## config.mk

```make
export PLATFORM = sky130hd
export DESIGN_NAME = mac_tile_sequencer
export DESIGN_NICKNAME = d
export VERILOG_FILES = /design/src/rtl/mac_tile_sequencer.sv
export SDC_FILE = /design/constraint.sdc
export NUM_CORES = 1
export LEC_CHECK = 0
export CORE_ASPECT_RATIO = 2
export CORE_MARGIN = 10
export CORE_UTILIZATION = 55
export DETAILED_ROUTE_END_ITERATION = 16
export GPL_TIMING_DRIVEN = 0
export PLACE_DENSITY = 0.88
export SYNTH_ARGS = -nofsm -noshare
export SYNTH_HDL_FRONTEND = slang
export SYNTH_SLANG_ARGS = --single-unit
```

## constraint.sdc

```tcl
create_clock -name CLK -period 9.5 [get_ports CLK]
set_clock_uncertainty 0.15 [all_clocks]
set_input_delay 2.375 -clock CLK [delete_from_list [all_inputs] [get_ports CLK]]
set_output_delay 2.375 -clock CLK [all_outputs]
set_load 0.01 [all_outputs]
```

## src/rtl/mac_tile_sequencer.sv

```systemverilog
// Tile walker for a square systolic MAC array. It steps through rows (WROW), then depth (KIDX), then columns (ICOL). Defining MAC_TILE_SEQ_ABORT_EN adds the Abort input.
// Latency: all outputs are registered and change one edge after Start or Tile_Done. There is no backpressure; the block waits for one Tile_Done per pass.
module mac_tile_sequencer #(
  parameter int ARR = 4,
  parameter int DW  = 6,
  parameter int TW  = 4,
  parameter int SHW = $clog2(ARR*8)+1
) (
  input  logic                  CLK,
  input  logic                  RST,
  input  logic                  Start,
  input  logic [DW-1:0]         M,
  input  logic [DW-1:0]         N,
  input  logic [DW-1:0]         T,
  input  logic                  Tile_Done,
`ifdef MAC_TILE_SEQ_ABORT_EN
  input  logic                  Abort,
`endif
  output logic                  Busy,
  output logic                  Done,
  output logic                  Cfg_Err,
  output logic                  LOAD,
  output logic                  START_CALC,
  output logic                  Acc,
  output logic [TW-1:0]         WROW,
  output logic [TW-1:0]         KIDX,
  output logic [TW-1:0]         ICOL,
  output logic [2*TW-1:0]       ODST,
  output logic [SHW-1:0]        shI,
  output logic [SHW-1:0]        shW,
  output logic [$clog2(ARR):0]  VROWS,
  output logic [$clog2(ARR):0]  VCOLS
);

  localparam int LG = $clog2(ARR);
  localparam int VW = LG + 1;
  localparam int XW = DW + 2*TW + 8;

  typedef enum logic [1:0] {S_IDLE, S_LOAD_W, S_RUN, S_FIN} state_t;

  state_t          r_state;
  logic [DW-1:0]   r_m, r_n, r_t;
  logic [TW-1:0]   r_wrow, r_kidx, r_icol;
  logic            r_busy, r_done, r_cfg_err, r_load, r_start_calc, r_acc;
  logic [2*TW-1:0] r_odst;
  logic [SHW-1:0]  r_shi, r_shw;
  logic [VW-1:0]   r_vrows, r_vcols;

  logic            w_dims_zero, w_accept, w_abort, w_advance, w_finish, w_upd;
  logic            w_last_m, w_last_k, w_last_t;
  logic [TW:0]     w_tot_m, w_tot_k, w_tot_t;
  logic [TW-1:0]   w_nxt_wrow, w_nxt_kidx, w_nxt_icol;
  logic [DW-1:0]   w_dm, w_dn, w_dt;
  logic [VW-1:0]   w_nxt_vrows, w_nxt_vcols, w_nxt_remk;
  logic [SHW-1:0]  w_nxt_sh;
  logic [2*TW-1:0] w_nxt_odst;

  function automatic logic [TW:0] f_ceil(input logic [DW-1:0] x);
    return (TW+1)'((XW'(x) + XW'(ARR - 1)) >> LG);
  endfunction

  // Valid extent of a tile: min(ARR, dim - idx*ARR)
  function automatic logic [VW-1:0] f_valid(input logic [DW-1:0] dim, input logic [TW-1:0] idx);
    logic [XW-1:0] rem;
    rem = XW'(dim) - (XW'(idx) << LG);
    if (rem >= XW'(ARR))
      return VW'(ARR);
    else
      return VW'(rem);
  endfunction

  function automatic logic [SHW-1:0] f_shift(input logic [VW-1:0] v);
    return SHW'((XW'(ARR) - XW'(v)) << 3);
  endfunction

`ifdef MAC_TILE_SEQ_ABORT_EN
  assign w_abort = Abort && (r_state != S_IDLE);
`else
  assign w_abort = 1'b0;
`endif

  assign w_dims_zero = (M == '0) || (N == '0) || (T == '0);
  assign w_accept    = (r_state == S_IDLE) && Start && !w_dims_zero;

  assign w_tot_m  = f_ceil(r_m);
  assign w_tot_k  = f_ceil(r_n);
  assign w_tot_t  = f_ceil(r_t);
  assign w_last_m = ((TW+1)'(r_wrow) == w_tot_m - (TW+1)'(1));
  assign w_last_k = ((TW+1)'(r_kidx) == w_tot_k - (TW+1)'(1));
  assign w_last_t = ((TW+1)'(r_icol) == w_tot_t - (TW+1)'(1));

  assign w_advance = (r_state == S_RUN) && Tile_Done && !w_abort;
  assign w_finish  = w_last_m && w_last_k && w_last_t;
  assign w_upd     = w_accept || w_abort || (w_advance && !w_finish);

  // A freshly accepted job derives its tile geometry from the inputs, not the stale registers
  assign w_dm = w_accept ? M : r_m;
  assign w_dn = w_accept ? N : r_n;
  assign w_dt = w_accept ? T : r_t;

  always_comb begin
    w_nxt_wrow = r_wrow;
    w_nxt_kidx = r_kidx;
    w_nxt_icol = r_icol;
    if (w_abort || w_accept) begin
      w_nxt_wrow = '0;
      w_nxt_kidx = '0;
      w_nxt_icol = '0;
    end else if (w_advance && !w_finish) begin
      if (!w_last_t) begin
        w_nxt_icol = r_icol + TW'(1);
      end else begin
        w_nxt_icol = '0;
        if (!w_last_k) begin
          w_nxt_kidx = r_kidx + TW'(1);
        end else begin
          w_nxt_kidx = '0;
          w_nxt_wrow = r_wrow + TW'(1);
        end
      end
    end
  end

  assign w_nxt_vrows = f_valid(w_dm, w_nxt_wrow);
  assign w_nxt_vcols = f_valid(w_dt, w_nxt_icol);
  assign w_nxt_remk  = f_valid(w_dn, w_nxt_kidx);
  assign w_nxt_sh    = f_shift(w_nxt_remk);
  assign w_nxt_odst  = (2*TW)'(XW'(w_nxt_wrow) * XW'(f_ceil(w_dt)) + XW'(w_nxt_icol));

  always_ff @(posedge CLK) begin
    if (RST) begin
      r_state      <= S_IDLE;
      r_m          <= '0;
      r_n          <= '0;
      r_t          <= '0;
      r_wrow       <= '0;
      r_kidx       <= '0;
      r_icol       <= '0;
      r_busy       <= 1'b0;
      r_done       <= 1'b0;
      r_cfg_err    <= 1'b0;
      r_load       <= 1'b0;
      r_start_calc <= 1'b0;
      r_acc        <= 1'b0;
      r_odst       <= '0;
      r_shi        <= '0;
      r_shw        <= '0;
      r_vrows      <= '0;
      r_vcols      <= '0;
    end else begin
      r_load    <= 1'b0;
      r_done    <= 1'b0;
      r_cfg_err <= 1'b0;

      if (w_upd) begin
        r_wrow  <= w_nxt_wrow;
        r_kidx  <= w_nxt_kidx;
        r_icol  <= w_nxt_icol;
        r_acc   <= (w_nxt_kidx != '0);
        r_odst  <= w_nxt_odst;
        r_shi   <= w_nxt_sh;
        r_shw   <= w_nxt_sh;
        r_vrows <= w_nxt_vrows;
        r_vcols <= w_nxt_vcols;
      end

      if (w_abort) begin
        r_state      <= S_IDLE;
        r_busy       <= 1'b0;
        r_start_calc <= 1'b0;
        r_done       <= 1'b1;
      end else begin
        case (r_state)
          S_IDLE: begin
            if (Start) begin
              if (w_dims_zero) begin
                r_cfg_err <= 1'b1;
              end else begin
                r_m     <= M;
                r_n     <= N;
                r_t     <= T;
                r_busy  <= 1'b1;
                r_load  <= 1'b1;
                r_state <= S_LOAD_W;
              end
            end
          end
          S_LOAD_W: begin
            r_start_calc <= 1'b1;
            r_state      <= S_RUN;
          end
          S_RUN: begin
            if (Tile_Done) begin
              if (w_finish) begin
                r_start_calc <= 1'b0;
                r_state      <= S_FIN;
              end else if (w_last_t) begin
                // Column wrap moves to a new (row, depth) weight tile
                r_start_calc <= 1'b0;
                r_load       <= 1'b1;
                r_state      <= S_LOAD_W;
              end
            end
          end
          S_FIN: begin
            r_busy  <= 1'b0;
            r_done  <= 1'b1;
            r_state <= S_IDLE;
          end
          default: r_state <= S_IDLE;
        endcase
      end
    end
  end

  assign Busy       = r_busy;
  assign Done       = r_done;
  assign Cfg_Err    = r_cfg_err;
  assign LOAD       = r_load;
  assign START_CALC = r_start_calc;
  assign Acc        = r_acc;
  assign WROW       = r_wrow;
  assign KIDX       = r_kidx;
  assign ICOL       = r_icol;
  assign ODST       = r_odst;
  assign shI        = r_shi;
  assign shW        = r_shw;
  assign VROWS      = r_vrows;
  assign VCOLS      = r_vcols;

endmodule

```

==> run_results.csv <==
group,metric,value,unit
global_route,grt_max_degree,18,
finish,drive_above_1_share,7.13,%
worst_setup_path,end_kind,"register",
worst_setup_path,critPathKind,"in2reg",
detailed_routing,ant_nets,0,
floorplanning,die_area,0.0118,mm^2
power_and_ir_drop,pwr_density_cell,165,mW/mm^2
detailed_routing,drcViolationCount,0,
clock_network,cts_tree,"yes",
worst_setup_path,critPathBufInv,2,
detailed_routing,vias_per_cell,6.06,
sta,final_hold_viol_count,0,
synth,yosysSeqAreaShare,26.1,%
clock_network,cts_buffer_depth,2,
worst_setup_path,arrival,7.97,ns
synth,yosysMostFrequentCell,"dfxtp_1",
worst_setup_path,reg2reg_to,"ODST[7]",
sta,fin_crit,7.90,ns
floorplanning,die_h,144,um
clock_network,cts_sinks,55,
synth,syn_area,0.00422,mm^2
detailed_routing,dr.pass1.iters,5,
finish,fin_nets,644,
worst_setup_path,cpPeakStageDelay,0.77,ns
power_and_ir_drop,power,0.838,mW
sta,rsz0062_at_grt,"false",
sta,max_freq,127,MHz
clock_network,htreeDepth,2,
power_and_ir_drop,cellLeakagePower,2.03,nW
synth,ys_warn_count,0,
clock_network,holdBufCountCts,0,
sta,maxSlewViolCount,0,
worst_setup_path,cpMaxStageDelayCell,"a311oi_2",
synth,synthTopCellsByArea,"dfxtp_1 26%, ha_1 11%, fa_1 5.2%, nor2_1 4.4%, mux2i_1 3.8%",
worst_setup_path,reg2regPathDepth,22,
finish,n_antenna_cell,0,
worst_setup_path,crit_chain,"clkdlybuf4s50_1 -> nor4_1 -> a22o_1 -> a311oi_2 -> mux2i_1 -> xor2_1 -> nor3_1 -> fa_1 -> fa_1 -> ha_1 -> ha_1 -> inv_1 -> nor2_1 -> nor2_1 -> o21ai_0 -> xor2_1 -> o211ai_1 -> a311oi_1",
detailed_routing,wl,13000,um
sta,finalSetupViolations,0,
detailed_routing,vias,4053,
detailed_routing,wire_per_inst,19.4,um
sta,tns,0,ns
placement,portBuffers,58,
global_route,antenna_found_initial,0,
finish,fill_cells,680,
floorplanning,die_x,81.9,um
placement,place_area,0.00493,mm^2
detailed_routing,first_iter_violations,284,
synth,synth_edf_count,0,
floorplanning,fp-row-count,45,
worst_setup_path,worstSetupStartpointType,"primary input",
worst_setup_path,critPathTopFamily,"compound AO/OA/AOI/OAI gates",
synth,ys_types,67,
worst_setup_path,crit_start,"M[5]",
worst_setup_path,timing.rr.start,"r_t[0]",
sta,post-route-period-util,83.2,%
global_route,grt_pass1_wl,20900,um
synth,synthTopCellsByCount,"55 x dfxtp_1, 50 x nor2_1, 37 x ha_1",
global_route,grt.total_usage,23.0,%
synth,synth_flop_cell,"dfxtp_1",
placement,globalplace.congestion,0.946,
clock_network,path_clk_slew,0.07,ns
clock_network,cts-buffers-inserted,5,
sta,worstMarginPinSlew,0.883,ns
global_route,grt_overflow,0,
floorplanning,start_util,55.9,%
synth,synthCells,504,
run,cap_violations,0,
worst_setup_path,r2r_slack,2.84,ns
placement,hpwl,10400,um
clock_network,cts_setup_buffers,0,
synth,ys_seq_elements,55,
clock_network,clockRootBuffer,"clkbuf_16",
synth,synth_area_leader_cell,"dfxtp_1",
floorplanning,ioPinCount,66,
worst_setup_path,cp_max_fo,8,
sta,max_slew_margin,41.2,%
global_route,grt_pass1_vias,4164,
clock_network,clk_latency,0.30,ns
worst_setup_path,cp-endpoint,"ODST[7]",
finish,design_area,0.00508,mm^2
worst_setup_path,cp.required,9.56,ns
worst_setup_path,cp.depth,18,
clock_network,cts_resized,0,
synth,avgSynthCellArea,8.37,um^2
outcome,status,"finished clean",
floorplanning,core-area,0.00754,mm^2
finish,area_growth,20.4,%
min_path,hp-class,"reg2reg",
power_and_ir_drop,vdd_drop_max,141,uV
synth,async_reset_ff_share,0,%
synth,synth_top_cell_area_share,26.1,%
-- cell usage in the layout, fill, tap and decap left out, drive strengths merged, types with 11 or more instances in the layout --
| cell type | count |
|---|---|
| clkdlybuf4s50 | 58 |
| nor3b | 11 |
| xnor2 | 18 |
| nand2 | 37 |
| nand3 | 18 |
| nor2 | 50 |
| a21oi | 23 |
| dfxtp | 55 |
| mux2i | 16 |
| nor3 | 28 |
| clkbuf | 26 |
| ha | 37 |
| nor2b | 13 |
| fa | 11 |
| o21ai | 17 |
| inv | 18 |
| buf | 12 |
-- power by group --
part | switching [mW] | internal (mW)
Combinational | 0.220 | 0.147
Sequential | 0.0235 | 0.258
Clock | 0.0902 | 0.0991
-- state kept, by name, indices dropped and copies added (netlist names), 2 cells and up --
register and count:
ODST 8, r_m 6, r_n 6, r_t 6
ICOL 4, KIDX 4, WROW 4, VCOLS 3
VROWS 3, shW 3, r_state 2
-- through the flow --
step / cells / hold slack [ns] / util, % / setup slack [ns]
3_5_place_dp: 661 / 0.312 / 65.4 / 1.37
4_1_cts: 669 / 0.327 / 67.3 / 1.66
2_1_floorplan: 509 / 0.330 / - / 2.80
5_1_grt: 669 / 0.353 / 67.3 / 1.23
3_3_place_gp: 661 / 0.305 / 65.4 / 1.52
6_report: 669 / 0.322 / 67.3 / 1.60
-- worst min-delay path by stage --
stage                          to     from  depth (start not counted)
after floorplan            r_m[0]   r_m[0]                          2
after global placement    ODST[4]  ODST[4]                          2
after detailed placement  ODST[0]  ODST[0]                          2
after CTS                 ODST[0]  ODST[0]                          2
after global routing      ODST[2]  ODST[2]                          2
final                     ODST[0]  ODST[0]                          2
-- final cells by class --
class | count | area, um^2 | area share [%]
Clock buffer | 6 | 129 | 2.54
Inverter | 17 | 63.8 | 1.26
Multi-Input combinational cell | 405 | 2910 | 57.4
Tap cell | 94 | 118 | 2.32
Buffer | 32 | 158 | 3.10
Timing Repair Buffer | 58 | 581 | 11.4
Sequential cell | 55 | 1100 | 21.7
Clock inverter | 2 | 16.3 | 0.320
-- cell families after synthesis --
logic type | share of synthesized area (%)
other cells | 0.0889
compound gates | 15.7
fa+ha+maj | 16.2
xor+xnor | 5.40
flops | 26.1
buf+inv | 5.25
simple gates | 26.6
mux | 4.69
-- routing by layer --
| metal | track usage (%) | routed length (um) |
|---|---|---|
| met5 | 0 | 0 |
| met4 | 17.3 | 889 |
| met3 | 4.82 | 840 |
| met2 | 40.8 | 6950 |
| met1 | 21.9 | 4300 |
-- worst register-to-register path: stages, from the launching register on --
cell and delay (ns):
dfxtp_1 0.36, o21a_1 0.24, xnor2_1 0.45, ha_1 0.35, nor3b_1 0.07, o21ai_0 0.17, o211ai_1 0.18, o21ai_1 0.64
nor4_2 0.09, mux2i_1 0.54, or3_1 0.22, fa_1 0.47, fa_1 0.54, fa_1 0.52, inv_1 0.04, ha_1 0.32
a21oi_1 0.09, nor2_1 0.09, nor2_1 0.06, o21ai_0 0.39, xor2_1 0.21, o211ai_1 0.12, a311oi_1 0.27
(Power assumes the default switching activity.)
